### config.mk
export PLATFORM = sky130hd
export DESIGN_NAME = adc_axis_frame_rx
export DESIGN_NICKNAME = d
export VERILOG_FILES = /design/src/rtl/adc_axis_pkg.sv /design/src/rtl/axis_skid_buffer.sv /design/src/rtl/adc_axis_frame_rx.sv
export SDC_FILE = /design/constraint.sdc
export NUM_CORES = 1
export LEC_CHECK = 0
export CORE_ASPECT_RATIO = 1.25
export CORE_MARGIN = 2
export CORE_UTILIZATION = 59
export CTS_CLUSTER_DIAMETER = 200
export DETAILED_ROUTE_END_ITERATION = 12
export PLACE_DENSITY = 0.85
export SYNTH_ARGS = -nofsm -noshare
export SYNTH_HDL_FRONTEND = slang
export SYNTH_HIERARCHICAL = 1
export SYNTH_SLANG_ARGS = --single-unit
### constraint.sdc
create_clock -name aclk -period 10.25 [get_ports aclk]
set_input_delay 2.05 -clock aclk [delete_from_list [all_inputs] [get_ports aclk]]
set_output_delay 2.05 -clock aclk [all_outputs]
set_load 0.03 [all_outputs]
### src/rtl/adc_axis_pkg.sv
// Shared field layout, beat payload and receiver state encoding for the ADC stream sink.
package adc_axis_pkg;

  localparam int unsigned CNT_MSB = 63;
  localparam int unsigned CNT_LSB = 32;
  localparam int unsigned I_MSB   = 31;
  localparam int unsigned I_LSB   = 16;
  localparam int unsigned Q_MSB   = 15;
  localparam int unsigned Q_LSB   = 0;

  localparam int unsigned BEAT_DW = 64;
  localparam int unsigned KEEP_W  = 8;
  localparam logic [KEEP_W-1:0] KEEP_ALL = 8'hFF;

  typedef enum logic [1:0] {
    FLUSH = 2'd0,
    SYNC  = 2'd1,
    RUN   = 2'd2
  } rx_state_e;

  // Payload carried through the skid buffer
  typedef struct packed {
    logic              last;
    logic [KEEP_W-1:0] keep;
    logic [BEAT_DW-1:0] data;
  } rx_beat_t;

  localparam int unsigned BEAT_W = $bits(rx_beat_t);

endpackage

### src/rtl/axis_skid_buffer.sv
// Two-entry FIFO-style skid buffer; ready is registered and drops only when both entries are full.
module axis_skid_buffer #(
  parameter int unsigned WIDTH = 8
) (
  input  logic             clk_i,
  input  logic             rst_ni,
  input  logic [WIDTH-1:0] data_i,
  input  logic             valid_i,
  output logic             ready_o,
  output logic [WIDTH-1:0] data_o,
  output logic             valid_o,
  input  logic             pop_i
);

  logic [WIDTH-1:0] mem_q [2];
  logic             wr_ptr_q, rd_ptr_q;
  logic [1:0]       count_q, count_d;
  logic             ready_q;
  logic             push_c;

  assign push_c  = valid_i && ready_q;
  assign count_d = count_q + 2'(push_c) - 2'(pop_i);
  assign ready_o = ready_q;
  assign valid_o = (count_q != 2'd0);
  assign data_o  = mem_q[rd_ptr_q];

  // Storage needs no reset; occupancy tracking does
  always_ff @(posedge clk_i) begin
    if (push_c) mem_q[wr_ptr_q] <= data_i;
  end

  // Pointers, occupancy and registered ready
  always_ff @(posedge clk_i or negedge rst_ni) begin
    if (!rst_ni) begin
      wr_ptr_q <= 1'b0;
      rd_ptr_q <= 1'b0;
      count_q  <= 2'd0;
      ready_q  <= 1'b0;
    end else begin
      if (push_c) wr_ptr_q <= ~wr_ptr_q;
      if (pop_i)  rd_ptr_q <= ~rd_ptr_q;
      count_q <= count_d;
      ready_q <= (count_d != 2'd2);
    end
  end

endmodule

### src/rtl/adc_axis_frame_rx.sv
// ADC stream sink: unpacks I/Q, checks counter continuity/keep/framing, keeps statistics.
module adc_axis_frame_rx
  import adc_axis_pkg::*;
#(
  parameter int unsigned DATA_WIDTH  = 64,
  parameter int unsigned TUSER_WIDTH = 1,
  parameter logic [15:0] CNT_SAT     = 16'hFFFF
) (
  input  logic                   aclk,
  input  logic                   aresetn,
  input  logic [DATA_WIDTH-1:0]  s_axis_tdata,
  input  logic                   s_axis_tvalid,
  output logic                   s_axis_tready,
  input  logic                   s_axis_tlast,
  input  logic [7:0]             s_axis_tkeep,
  input  logic [TUSER_WIDTH-1:0] s_axis_tuser,
  input  logic                   rx_enable,
  input  logic                   stats_clear,
  output logic [15:0]            sample_i,
  output logic [15:0]            sample_q,
  output logic                   sample_last,
  output logic                   sample_valid,
  input  logic                   sample_ready,
  output logic                   gap_err,
  output logic                   keep_err,
  output logic [31:0]            frame_count,
  output logic [31:0]            last_frame_len,
  output logic [15:0]            gap_count,
  output logic [31:0]            drop_count
);

  rx_beat_t    in_beat, head;
  logic        head_valid;
  logic        pop_c, deliver_c, gap_c, keep_bad_c;
  logic [31:0] head_cnt;
  logic        unused_tuser;

  rx_state_e   state_q;
  logic [31:0] expected_q, len_q;
  logic [15:0] sample_i_q, sample_q_q;
  logic        sample_last_q, sample_valid_q, gap_err_q, keep_err_q;
  logic [31:0] frame_count_q, last_frame_len_q, drop_count_q;
  logic [15:0] gap_count_q;

  assign unused_tuser = ^s_axis_tuser;
  assign in_beat      = '{last: s_axis_tlast, keep: s_axis_tkeep, data: 64'(s_axis_tdata)};

  axis_skid_buffer #(.WIDTH(BEAT_W)) u_skid (
    .clk_i   (aclk),
    .rst_ni  (aresetn),
    .data_i  (in_beat),
    .valid_i (s_axis_tvalid),
    .ready_o (s_axis_tready),
    .data_o  (head),
    .valid_o (head_valid),
    .pop_i   (pop_c)
  );

  assign head_cnt   = head.data[CNT_MSB:CNT_LSB];
  assign gap_c      = (state_q == RUN) && (head_cnt != expected_q);
  assign keep_bad_c = (head.keep != KEEP_ALL);
  assign deliver_c  = pop_c && (state_q != FLUSH);

  // Pop: drain-and-discard in FLUSH, otherwise move into the output register when it is free
  always_comb begin
    pop_c = 1'b0;
    if (state_q == FLUSH) begin
      pop_c = head_valid;
    end else if (rx_enable) begin
      pop_c = head_valid && (!sample_valid_q || sample_ready);
    end
  end

  // Framing FSM, output register, continuity checker and statistics
  always_ff @(posedge aclk or negedge aresetn) begin
    if (!aresetn) begin
      state_q          <= FLUSH;
      expected_q       <= 32'd0;
      len_q            <= 32'd0;
      sample_i_q       <= 16'd0;
      sample_q_q       <= 16'd0;
      sample_last_q    <= 1'b0;
      sample_valid_q   <= 1'b0;
      gap_err_q        <= 1'b0;
      keep_err_q       <= 1'b0;
      frame_count_q    <= 32'd0;
      last_frame_len_q <= 32'd0;
      gap_count_q      <= 16'd0;
      drop_count_q     <= 32'd0;
    end else begin
      gap_err_q  <= deliver_c && gap_c;
      keep_err_q <= deliver_c && keep_bad_c;

      if (deliver_c) begin
        sample_i_q     <= head.data[I_MSB:I_LSB];
        sample_q_q     <= head.data[Q_MSB:Q_LSB];
        sample_last_q  <= head.last;
        sample_valid_q <= 1'b1;
      end else if (sample_ready) begin
        sample_valid_q <= 1'b0;
      end

      case (state_q)
        FLUSH: begin
          if (rx_enable && !head_valid) state_q <= SYNC;
        end
        SYNC, RUN: begin
          if (!rx_enable) begin
            state_q <= FLUSH;
            len_q   <= 32'd0;
          end else if (deliver_c) begin
            expected_q <= head_cnt + 32'd1;
            state_q    <= head.last ? SYNC : RUN;
            len_q      <= head.last ? 32'd0 : len_q + 32'd1;
          end
        end
        default: state_q <= FLUSH;
      endcase

      if (stats_clear) begin
        frame_count_q    <= 32'd0;
        last_frame_len_q <= 32'd0;
        gap_count_q      <= 16'd0;
        drop_count_q     <= 32'd0;
      end else begin
        if (deliver_c && head.last) begin
          frame_count_q    <= frame_count_q + 32'd1;
          last_frame_len_q <= len_q + 32'd1;
        end
        if (deliver_c && gap_c && (gap_count_q != CNT_SAT)) gap_count_q <= gap_count_q + 16'd1;
        if (pop_c && (state_q == FLUSH)) drop_count_q <= drop_count_q + 32'd1;
      end
    end
  end

  assign sample_i       = sample_i_q;
  assign sample_q       = sample_q_q;
  assign sample_last    = sample_last_q;
  assign sample_valid   = sample_valid_q;
  assign gap_err        = gap_err_q;
  assign keep_err       = keep_err_q;
  assign frame_count    = frame_count_q;
  assign last_frame_len = last_frame_len_q;
  assign gap_count      = gap_count_q;
  assign drop_count     = drop_count_q;

endmodule

After elaboration in Yosys (flattened, before gate mapping)
Memory sizes are Yosys's and may differ from the RTL's.
Index checks and enable logic that the tools add are counted.
{ "totals": {"ram_bits": 146, "register_bits": 219, "inputBits": 80, "n_memories": 1} }
{ "mem_list": {"columns": ["name", "words", "word_bits", "read_ports", "rd_clocked_by_memory_dff", "wr", "line_no", "rtl"], "rows": [
  ["u_skid.mem_q", 2, 73, 1, 0, 1, "axis_skid_buffer.sv:15", "logic [WIDTH-1:0] mem_q [2];"]
]} }
{ "classes": {"n_addsub": 7, "reduce_logical": 24, "n_bitwise": 2, "n_mux": 22, "eq_ne": 9} }
{ "ops": {"columns": ["operator", "n"], "rows": [
  ["2-to-1 mux 32 bit", 9],
  ["adder 32 x 1 -> 32 bit (second input constant)", 4],
  ["2-to-1 mux 16 bit", 2],
  ["inequality test 32 bit", 1],
  ["adder 16 x 1 -> 16 bit (second input constant)", 1],
  ["inequality test 16 bit (second input constant)", 1],
  ["nonzero test 2 bit", 6],
  ["logical AND 1 bit", 10],
  ["2-to-1 mux 2 bit", 4],
  ["inequality test 8 bit (second input constant)", 1],
  ["2-to-1 mux 1 bit", 6],
  ["inequality test 2 bit (second input constant)", 2],
  ["case mux 2 bit (2 select lines)", 1],
  ["AND reduction 2 bit", 2],
  ["inequality test 3 bit (second input constant)", 1],
  ["AND reduction 3 bit", 1],
  ["adder 2 x 1 -> 2 bit", 1],
  ["equality test 2 x 1 -> 1 bit (second input constant)", 1],
  ["equality test 2 bit (second input constant)", 1],
  ["logical NOT 1 bit", 2],
  ["logical NOT 2 bit", 1],
  ["inequality test 2 x 1 -> 1 bit (second input constant)", 1],
  ["inverter 1 bit", 2],
  ["OR reduction 2 bit", 1],
  ["other kinds (2)", 2]
]} }

Depth between registers and ports, before layout
Gate-level depths: netlist (run 1).
{ "logic_depth": {"ltp_word": 10, "depth_mapped": 12, "depth_no_buf": 9} }

Cells and area by module
Netlist (run 1), hierarchy kept.
{ "by_module_without_submodules": {"columns": ["mod", "cells_per_inst", "n_inst", "area_each_um2", "seq_area_each_um2"], "rows": [
  ["adc_axis_frame_rx", 1192, 1, 10949.3, 5355.1],
  ["axis_skid_buffer", 244, 1, 5730.5, 4509.3]
]} }

Worst setup path before layout (run 1)
Ideal clock, no wire load.
{ "synth_path": {"kind": "input to register", "from": "in s_axis_tvalid", "to": "mem u_skid/mem_q[0][0] (netlist name) (enable)", "setup_time_ns": 0.505, "arrival_ns": 5.225, "cell_stages": 2, "required_ns": 9.745, "slack_ns": 4.520, "path_cell_list": "nand2_1 > nor2_1"} }
{ "synth_via": {"elab_chain_cells": 3} }
{ "synth_lines": {"columns": ["element", "line_no", "rtl"], "rows": [
  ["from (decl)", "adc_axis_frame_rx.sv:12", "input logic s_axis_tvalid,"],
  ["logical AND 1 bit", "axis_skid_buffer.sv:21", "assign push_c = valid_i && ready_q;"],
  ["2-to-1 mux 1 bit", "axis_skid_buffer.sv:29", "if (push_c) mem_q[wr_ptr_q] <= data_i;"],
  ["2-to-1 mux 1 bit (implied by the code)", "axis_skid_buffer.sv:29", null],
  ["to (decl)", "axis_skid_buffer.sv:15", null]
]} }
No other way between the ends.

Worst setup path in the final report (run 1)
{ "layout_path": {"from": "in sample_ready", "to": "reg expected_q[8]"} }
{ "layout_via": {"elab_chain_cells": 6} }
{ "layout_lines": {"columns": ["element", "line_no", "rtl"], "rows": [
  ["from (decl)", "adc_axis_frame_rx.sv:23", "input logic sample_ready,"],
  ["logical OR 1 bit", "adc_axis_frame_rx.sv:70", "pop_c = head_valid && (!sample_valid_q || sample_ready);"],
  ["logical AND 1 bit", "adc_axis_frame_rx.sv:70", null],
  ["2-to-1 mux 1 bit", "adc_axis_frame_rx.sv:69", "end else if (rx_enable) begin"],
  ["2-to-1 mux 1 bit", "adc_axis_frame_rx.sv:67", "if (state_q == FLUSH) begin"],
  ["logical AND 1 bit", "adc_axis_frame_rx.sv:62", "assign deliver_c = pop_c && (state_q != FLUSH);"],
  ["AND reduction 3 bit (no source line)", null, null],
  ["to (signal assigned)", "adc_axis_frame_rx.sv:112", "expected_q <= head_cnt + 32'd1;"],
  ["to (decl)", "adc_axis_frame_rx.sv:39", "logic [31:0] expected_q, len_q;"]
]} }
No other way between the ends.
A chain may end at the register's enable or synchronous reset.

==> metrics.md, run 1 <==
| Metric | Value |
|---|---|
| Run status | completed |
| Vias in the first global route | 11700 |
| Actual slew at the worst max-slew pin | 1.088 ns |
| Filler cell count in the final layout | 1854 |
| Setup slack of the critical path after layout | 5.718 ns |
| Count of flip-flops with a built-in enable after synthesis | 146 |
| HPWL after detailed placement | 23690 microns |
| Final Slew Violations | 0 |
| Number of vias per cell | 5.701 |
| Post-route minimum period | 4.532 ns |
| Wire length of the first global-routing pass | 59040 microns |
| Largest net degree at the start of global routing | 106 |
| Number of H-tree branching levels | 2 |
| Effective utilization at floorplan | 60.14% |
| Leading cell types by total area after synthesis | sky130_fd_sc_hd__dfrtp_1, sky130_fd_sc_hd__edfxtp_1, sky130_fd_sc_hd__mux2_4, sky130_fd_sc_hd__nand2_1, sky130_fd_sc_hd__xnor2_1 |
| Library cell occupying the most area in the post-synthesis netlist | sky130_fd_sc_hd__dfrtp_1 |
| Reported net switching power | 1.586 mW |
| Fraction of registers with async set or reset after synthesis | 60.00% |
| Post-Synthesis Cell Area | 16680 sq um |
| Number of distinct library cells after synthesis | 57 |
| Number of buffers inserted by hold repair at cts | 0 |
| Setup repair after global routing missed its margin | false |
| Clk_skew | 0.01450 ns |
| Type of the tightest min-delay check | register to register |
| Sum of routed wire length over all layers | 36270 microns |
| Most instantiated cells after synthesis | sky130_fd_sc_hd__nand2_1, sky130_fd_sc_hd__dfrtp_1, sky130_fd_sc_hd__edfxtp_1, sky130_fd_sc_hd__nor2_1, sky130_fd_sc_hd__xnor2_1 |
| Count leader, synth | sky130_fd_sc_hd__nand2_1 |
| Syn_nets | 1525 |
| Total negative setup slack | 0 ns |
| Post-CTS Setup Bufs | 0 |
| Int Pwr | 3.311 mW |
| Initial drt markers | 690 |
| Clk slew on worst S/H paths | 0.06 ns |
| Final Hold Slack | 0.4755 ns |
| Headroom to the max-slew limit | 27.46% |
| Worst Path Max Fanout | 61 |
| Critical path capture point type | register |
| Site row count | 68 |
| Peak supply drop | 208.5 uV |
| MaxCap Viol Count | 0 |
| Part of the cycle the worst path needs | 44.22% |
| Die X | 154.4 microns |
| DRC violations left | 0 |
| Area added between synthesis and finish | 22.39% |
| Initial DRT Pass Iterations | 5 |
| Combinational cell fraction of total power | 30.8% |
| Top-area cell type share of the netlist area | 32.86% |
| Remaining global-route overflow | 0 |
| Switching portion of total power | 32.39% |
| Most used DFF post-synth | sky130_fd_sc_hd__dfrtp_1 |
| Maximum operating frequency | 220.6 MHz |
| Floorplan die height | 192.0 microns |
| Final Instance Area | 20410 sq um |
| Clock tree from TritonCTS | yes |
| Category of the most critical setup path | primary input to register |
| I/O pins | 229 |
| Number of standard cells after synthesis | 1436 |
| Clock latency at the later pin of the worst-skew pair | 0.51 ns |
| Root buf cell | sky130_fd_sc_hd__clkbuf_16 |
| Placer Congestion | 0.8545 |
| Mean routed wirelength per cell | 17.90 microns |
| Vias after detailed routing | 11550 |
| Total number of yosys warnings | 6 |
| Number of buffers inserted during clock tree synthesis | 37 |
| Placement-stage worst setup slack | 5.178 ns |
| Number of routed nets with antenna violations | 0 |
| Core region area | 27740 sq um |
| Largest buffer count on any clock path | 3 |
| Sequential power share | 41.2% |
| Portion of the post-synthesis area used by sequential elements | 59.14% |
| GRT Util Overall | 24.66% |
| Part of the power in the clock network | 28.0% |
| Pwr Density | 239.9 nW/um^2 |
| Leakage power summed over all cells | 8.024 nW |
| Total count of hold-check failures in the final report | 0 |
| CTS resizes | 0 |
| Die area | 29640 sq um |
| Total of endpoints with negative setup slack in the final report | 0 |
| Layout cells sized above 1 | 10.94% |
| # port buffers | 227 |
| Flip-flop and latch count after synthesis | 365 |
| Clock Sinks | 365 |
| Kind of start point of the critical path | primary input |
| Data required time at the worst endpoint | 10.64 ns |
| Final total power | 4.897 mW |
| Syn Area/Cell | 11.62 sq um |
| Dpl cell area | 19150 sq um |
| Number of antenna violations at the first check in global routing | 4 |
| Final-stage net count | 1733 |
| Crit path arrival time | 4.92 ns |
stage by stage:
| step | cells | utilization (%) |
|---|---|---|
| 2_1_floorplan | 1436 | - |
| 3_3_place_gp | 1955 | 69.03 |
| 3_5_place_dp | 1955 | 69.03 |
| 4_1_cts | 2023 | 73.57 |
| 5_1_grt | 2025 | 73.59 |
| 6_report | 2026 | 73.60 |
cell type report:
type / count / area, sq um / share of cell area, %
clock buffer: 51 / 1111 / 5.443
sequential: 365 / 9868 / 48.34
antenna: 3 / 7.507 / 0.03677
inverter: 19 / 71.32 / 0.3493
timing repair buffer: 239 / 2365 / 11.58
clock inverter: 17 / 148.9 / 0.7293
tap: 350 / 437.9 / 2.145
multi-input combinational: 982 / 6405 / 31.37
flip-flops by register name, summed over array words and instances, names as in the netlist, 2 cells and up:
signal,cells
last_frame_len,32
drop_count,32
state_q,2
u_skid/mem_q,146
expected_q,32
u_skid/count_q,2
frame_count,32
sample_q,16
sample_i,16
gap_count,16
len_q,32
power groups by stage:
stage | Sequential (mW) | Combinational, mW | Clock (mW)
floorplan | 2.18 | 0.896 | 0
global placement | 2.03 | 1.46 | 0
detailed placement | 2.05 | 1.50 | 0
CTS | 2.02 | 1.52 | 1.40
global route | 2.05 | 1.62 | 1.45
finish | 2.02 | 1.51 | 1.37
path summary, 6_finish.rpt:
kind	start	end	slack, ns	cells after the start
min in group asynchronous	aresetn	len_q[11]	1.59	1
worst min-delay path	sample_q[11]	sample_q[11]	0.48	2
worst max-delay path	sample_ready	expected_q[8]	5.72	6
worst max register to register	u_skid/rd_ptr_q	gap_count[7]	6.17	8
max in group asynchronous	aresetn	expected_q[21]	6.63	3
worst min register to register	sample_q[11]	sample_q[11]	0.48	2
critical path: stages:
cell	delay, ns
sky130_fd_sc_hd__clkdlybuf4s50_1	0.45
sky130_fd_sc_hd__nand2b_1	0.32
sky130_fd_sc_hd__and3_1	0.22
sky130_fd_sc_hd__buf_4	0.38
sky130_fd_sc_hd__nand3_2	0.87
sky130_fd_sc_hd__mux2_2	0.60
cell usage in the layout (no fill, tap or decap), drive strengths merged, types with 3 or more instances in the layout:
cell type / count
nand2: 226
clkdlybuf4s50: 225
dfrtp: 219
edfxtp: 146
nor2: 125
xnor2: 91
mux2: 81
o21ai: 72
xor2: 65
clkbuf: 51
nand3: 49
nand4: 48
a211oi: 30
a21oi: 28
and3: 23
nor3: 21
inv: 20
and4: 16
nor4: 15
o31ai: 14
and2: 14
buf: 14
clkinv: 12
or3: 10
ha: 9
a31oi: 8
nor2b: 7
or4: 6
diode: 3
or2: 3
o22ai: 3
layer usage:
layer,up-vias,track usage (%),part of all wire [%]
met5,-,0,0.036
met4,2,8.511,3.2
met3,81,4.016,5.2
met2,367,44.39,52
met1,5616,30.34,39
li1,5484,-,-
kinds of logic (layout without fill, tap and decap cells):
group | count (synthesis) | count (layout) | synth area share, %
AOI/OAI and AO/OA | 166 | 166 | 5.934
xor gates and xnor gates | 156 | 156 | 8.191
adders and majority gates | 9 | 9 | 0.6751
buffers and inverters | 89 | 326 | 2.550
DFF | 365 | 365 | 59.14
muxes | 81 | 81 | 6.819
other | 0 | 3 | 0
and+or+nand+nor | 570 | 570 | 16.69
(Power assumes the default switching activity.)
==> run 2, diff against run 1 <==
--- a/config.mk
+++ b/config.mk
@@ -7,10 +7,10 @@
 export LEC_CHECK = 0
 export CORE_ASPECT_RATIO = 1.25
 export CORE_MARGIN = 2
-export CORE_UTILIZATION = 59
+export CORE_UTILIZATION = 55
 export CTS_CLUSTER_DIAMETER = 200
 export DETAILED_ROUTE_END_ITERATION = 12
-export PLACE_DENSITY = 0.85
+export PLACE_DENSITY = 0.8
 export SYNTH_ARGS = -nofsm -noshare
 export SYNTH_HDL_FRONTEND = slang
 export SYNTH_HIERARCHICAL = 1
==> constraint.sdc (replaced) <==
create_clock -name aclk -period 4.3 [get_ports aclk]
set_input_delay 0.86 -clock aclk [delete_from_list [all_inputs] [get_ports aclk]]
set_output_delay 0.86 -clock aclk [all_outputs]
set_load 0.03 [all_outputs]
==> metrics.md, run 2 (same netlist as run 1, synthesis figures left out) <==
| Metric | Value |
|---|---|
| Kind of start point of the critical path | register (was primary input) |
| Clk slew on worst S/H paths | 0.06 ns (about the same) |
| Final Hold Slack | 0.4109 ns (was 0.4755 ns) |
| Setup repair after global routing missed its margin | false (unchanged) |
| Site row count | 71 (was 68) |
| GRT Util Overall | 22.67% (was 24.66%) |
| Vias in the first global route | 11660 (was 11700) |
| Filler cell count in the final layout | 2174 (was 1854) |
| Type of the tightest min-delay check | primary input to asynchronous set/reset pin (was register to register) |
| CTS resizes | 0 (unchanged) |
| Layout cells sized above 1 | 10.57% (was 10.94%) |
| Mean routed wirelength per cell | 17.15 microns (was 17.90 microns) |
| # placed instances | 2008 (was 1955) |
| Largest net degree at the start of global routing | 115 (was 106) |
| Clk_skew | 0.01351 ns (was 0.01450 ns) |
| Most frequent cells in the layout | sky130_fd_sc_hd__clkdlybuf4s50_1, sky130_fd_sc_hd__nand2_1, sky130_fd_sc_hd__dfrtp_1, sky130_fd_sc_hd__edfxtp_1, sky130_fd_sc_hd__nor2_1 (unchanged) |
| Finished Core Util | 68.27% (was 73.60%) |
| Die area | 31740 sq um (was 29640 sq um) |
| Pwr Density | 562.5 nW/um^2 (was 239.9 nW/um^2) |
| Effective utilization at floorplan | 55.72% (was 60.14%) |
| Crit path top cell by count | sky130_fd_sc_hd__nor4_1 |
| HPWL after detailed placement | 23850 microns (was 23690 microns) |
| Worst Path Max Fanout | 41 (was 61) |
| Total negative setup slack | 0 ns (unchanged) |
| Crit path arrival time | 3.88 ns (was 4.92 ns) |
| Number of buffers inserted by hold repair at cts | 0 (unchanged) |
| Buf/Inv on CP | 0 (was 2) |
| Clock Sinks | 365 (unchanged) |
| Launch instance of the worst register-to-register path | u_skid/rd_ptr_q (unchanged) |
| Vias after detailed routing | 11490 (was 11550) |
| Wire length of the first global-routing pass | 58580 microns (was 59040 microns) |
| Clock latency at the later pin of the worst-skew pair | 0.53 ns (was 0.51 ns) |
| Core region area | 29940 sq um (was 27740 sq um) |
| Maximum operating frequency | 288.0 MHz |
| Total count of hold-check failures in the final report | 0 (unchanged) |
| Largest buffer count on any clock path | 3 (unchanged) |
| Sum of routed wire length over all layers | 35620 microns (was 36270 microns) |
| Critical path capture point type | register (unchanged) |
| Final-stage net count | 1735 (was 1733) |
| Final Slew Violations | 0 (unchanged) |
| Clock tree from TritonCTS | yes (unchanged) |
| Number of routed nets with antenna violations | 0 (unchanged) |
| Leakage power summed over all cells | 7.988 nW (was 8.024 nW) |
| Largest register FFs | 146 (unchanged) |
| Initial DRT Pass Iterations | 6 (was 5) |
| Die X | 159.8 microns (was 154.4 microns) |
| Number of H-tree branching levels | 2 (unchanged) |
| Dominant delay contributor by cell family on the critical path | simple AND/OR/NAND/NOR gates (unchanged) |
| Category of the most critical setup path | register to register (was primary input to register) |
| Final non-filler cell total | 2077 (was 2026) |
| Startpoint of the most critical setup path | u_skid/rd_ptr_q (was sample_ready) |
| Total of endpoints with negative setup slack in the final report | 0 (unchanged) |
| Peak per-stage delay on the critical path | 0.88 ns (was 0.87 ns) |
| Part of the cycle the worst path needs | 80.76% |
| Slowest library cell on the worst path | sky130_fd_sc_hd__dfrtp_4 (was sky130_fd_sc_hd__nand3_2) |
| Data required time at the worst endpoint | 4.71 ns (was 10.64 ns) |
| Post-route minimum period | 3.473 ns |
| Most common cell after layout, fill and taps aside | sky130_fd_sc_hd__clkdlybuf4s50_1 (unchanged) |
| Dpl cell area | 19270 sq um (was 19150 sq um) |
| Placer Congestion | 0.8258 (was 0.8545) |
| Run status | completed (unchanged) |
| Peak supply drop | 539.5 uV (was 208.5 uV) |
| # port buffers | 227 (unchanged) |
| Final Instance Area | 20440 sq um (was 20410 sq um) |
| MaxCap Viol Count | 0 (unchanged) |
| Largest reg by FF count | u_skid/mem_q (unchanged) |
| Number of buffers inserted during clock tree synthesis | 37 (unchanged) |
| Headroom to the max-slew limit | 26.68% (was 27.46%) |
| Area added between synthesis and finish | 22.53% (was 22.39%) |
| Cell chain of the critical path | mux2_4 -> xnor2_1 -> nand4_1 -> nor4_1 -> and2_1 -> nor4_1 -> mux2_2 (was clkdlybuf4s50_1 -> nand2b_1 -> and3_1 -> buf_4 -> nand3_2 -> mux2_2) |
| Actual slew at the worst max-slew pin | 1.100 ns (was 1.088 ns) |
| I/O pins | 229 (unchanged) |
| Floorplan die height | 198.7 microns (was 192.0 microns) |
| Post-CTS Setup Bufs | 0 (unchanged) |
| DRC violations left | 0 (unchanged) |
| Number of vias per cell | 5.531 (was 5.701) |
| Number of antenna violations at the first check in global routing | 1 (was 4) |
| FF-to-FF setup slack | 0.83 ns (was 6.17 ns) |
| Remaining global-route overflow | 0 (unchanged) |
| Root buf cell | sky130_fd_sc_hd__clkbuf_16 (unchanged) |
| Initial drt markers | 773 (was 690) |
==> run 2: cell types whose count changed in the layout (fill, tap and decap cells not counted), sizes merged <==
cell / delta
buf: +2
clkbuf: -2
diode: -2
clkinv: +1
inv: +1
==> run 2: through the flow <==
stage	setup WS (ns)	total power, mW
after global placement	0.9516	8.352
after floorplan	0.9850	7.337
after CTS	0.8446	11.62
after global routing	0.6431	12.08
after detailed placement	0.8745	8.491
final	0.8274	11.50
==> run 2: power breakdown <==
group	switching [mW]	internal (mW)	leakage [nW]
clock network	1.33	1.76	0.570
registers	0.425	4.39	4.29
logic	2.01	1.58	3.12
==> run 2: worst paths after layout <==
path	cells after the start	to
setup / recovery	7	gap_count[8]
hold / removal	1	last_frame_len[11]
setup reg to reg	7	gap_count[8]
hold reg to reg	2	sample_i[9]
max in group asynchronous	2	sample_q[11]
min in group aclk	2	sample_i[9]
==> run 2: metal layers <==
metal | global-route usage, % | vias up | share of wire (%)
met3 | 4.379 | 70 | 5.6
met2 | 41.11 | 349 | 52
met5 | 0 | - | 0
met4 | 7.205 | 0 | 2.8
li1 | - | 5468 | -
met1 | 27.32 | 5600 | 40
==> run 2: area by class of cell <==
type | count | area (sq um) | share of cell area, %
flip-flops and latches | 365 | 9868 | 48.29
multi-input cells | 982 | 6409 | 31.36
repair buffers | 241 | 2417 | 11.83
clock buffers | 49 | 991.0 | 4.849
well taps | 401 | 501.7 | 2.455
clock inverters | 19 | 176.4 | 0.8632
inverters | 19 | 71.32 | 0.3490
diodes | 1 | 2.502 | 0.01224
==> RTL change: new RTL, settings of run 1 <==
The 3 states of `rx_state_e` get a one-hot encoding in 3 bits.
--- a/src/rtl/adc_axis_pkg.sv
+++ b/src/rtl/adc_axis_pkg.sv
@@ -12,10 +12,10 @@
   localparam int unsigned KEEP_W  = 8;
   localparam logic [KEEP_W-1:0] KEEP_ALL = 8'hFF;
 
-  typedef enum logic [1:0] {
-    FLUSH = 2'd0,
-    SYNC  = 2'd1,
-    RUN   = 2'd2
+  typedef enum logic [2:0] {
+    FLUSH = 3'b001,
+    SYNC  = 3'b010,
+    RUN   = 3'b100
   } rx_state_e;
 
   // Payload carried through the skid buffer
Check against the original RTL: same outputs for any inputs over 4 cycles, from zero or initial values and one cycle with aresetn low; so few cycles prove little.
==> RTL change against run 1 <==
Sequential share of layout area rose by 0.38 points; non-clock buffer count fell by 1; synthesized area fell by 0.24%; combinational power fell by 6%; power fell by 3.6%; sequential cell count rose by 1; wire length fell by 1.0%; setup slack improved by 0.10 ns; count of clock-buffer cells in the layout did not move; die area fell by 0.24%; design area fell by 0.51%; clock skew barely moved; largest cell class unchanged.
==> RTL change: results (changes against run 1) <==
* Status: finished, final reports clean
* Area after DPL at 0.01916 sq mm (about the same)
* CP max stage cell: and3b_1
* Slew headroom at 25.06% (-2.4 points)
* DRT Pass-1 Iters at 6 (+1)
* Multiplexer area fraction after synthesis at 9.377% (+2.6 points)
* FFs w/ async S/R, synth at 60.11% (+0.11 points)
* Crit path max fanout at 62 (+1.6%)
* Initial antenna violation count at 1 (-3)
* Dpl hpwl at 23440 um (-1.1%)
* Sequential fraction of the synthesis area at 59.44% (+0.30 points)
* Vias/cell at 5.769 (+1.2%)
* Number of global-route vias before repair at 11680 (-0.15%)
* Share of cells above drive strength 1 at 12.67% (+1.7 points)
* Synth Area in Adders at 0.4512% (-0.22 points)
* Crit path kind: primary input to flop
* Pin count of the biggest net entering global routing at 83 (-22%)
* Synth top area cells: dfrtp_1, edfxtp_1, mux2_4, xnor2_1, mux2_2
* Layout fillers at 1789 (-3.5%)
* Maximum vdd drop at 0.2299 mV (+10%)
* RePlAce Congestion at 0.8493 (-0.61%)
* Xor/xnor share of the synthesized area at 8.001% (-0.19 points)
* Largest delay contributor family on the critical path: buffers and inverters
* Worst Setup SP: rx_enable
* Crit path capture: len_q[18]
* Critical Path Max Stage Delay at 0.78 ns (-0.09 ns)
* R2r worst-path depth at 9 (+1)
* Nets@finish at 1662 (-4.1%)
* First DRT Iteration DRCs at 709 (+2.8%)
* First-pass GRT wire length at 58710 um (-0.57%)
* GRT Overall Usage at 24.61% (-0.052 points)
* Avg WL per Cell at 18.38 um (+2.7%)
* Synth cell types at 72 (+26%)
* Reg-to-reg critical path endpoint: gap_count[12]
* Hold depth at 1 (-1)
-- RTL change: worst min path at each step --
stage                            to            start
CTS                     sample_i[4]      sample_i[4]
global route           sample_q[15]     sample_q[15]
finish                  sample_i[4]      sample_i[4]
global placement       sample_q[13]     sample_q[13]
floorplan           u_skid/wr_ptr_q  u_skid/wr_ptr_q
detailed placement      sample_i[4]      sample_i[4]
-- RTL change: kinds of logic after synthesis --
kind of cell | after synthesis
compound gates | 181
xor+xnor | 152
fa+ha+maj | 6
buf+inv | 76
flops | 366
mux | 119
simple gates | 457
-- RTL change: layout make-up --
class | instances | area, sq um | area share, %
Sequential cell | 366 | 9894 | 48.72
Multi-Input combinational cell | 915 | 6405 | 31.54
Clock inverter | 14 | 106.4 | 0.5237
Antenna cell | 1 | 2.502 | 0.01232
Clock buffer | 51 | 1039 | 5.113
Tap cell | 350 | 437.9 | 2.156
Timing Repair Buffer | 238 | 2357 | 11.61
Inverter | 18 | 67.56 | 0.3327
-- RTL change: layer usage --
metal,vias to the layer above,wire length (um),track usage (%)
met4,0,894,7.692
met1,5546,14120,29.37
met3,67,2359,5.934
li1,5301,-,-
met2,352,18530,44.14
met5,-,0,0
-- RTL change: power breakdown --
group / internal (mW) / switching, mW / total, mW / leakage (nW)
Sequential: 1.84 / 0.178 / 2.02 / 4.31
Combinational: 0.666 / 0.752 / 1.42 / 3.04
Clock: 0.737 / 0.547 / 1.28 / 0.572
-- RTL change: through the flow --
stage / std cells / hold slack (ns) / setup slack [ns]
2_1_floorplan: 1357 / 0.4615 / 4.520
3_3_place_gp: 1887 / 0.4900 / 5.341
3_5_place_dp: 1887 / 0.4944 / 5.293
4_1_cts: 1952 / 0.5081 / 5.799
5_1_grt: 1952 / 0.5234 / 5.462
6_report: 1953 / 0.5097 / 5.819
-- RTL change: worst reg2reg max path, stage by stage, from the launching register on --
cell and delay, ns:
dfrtp_4 0.85, buf_4 0.68, mux2_2 0.45, xnor2_1 0.28, nand4_1 0.14, nor4_2 0.37
a21o_1 0.48, inv_2 0.12, and4_1 0.21, mux2_1 0.31
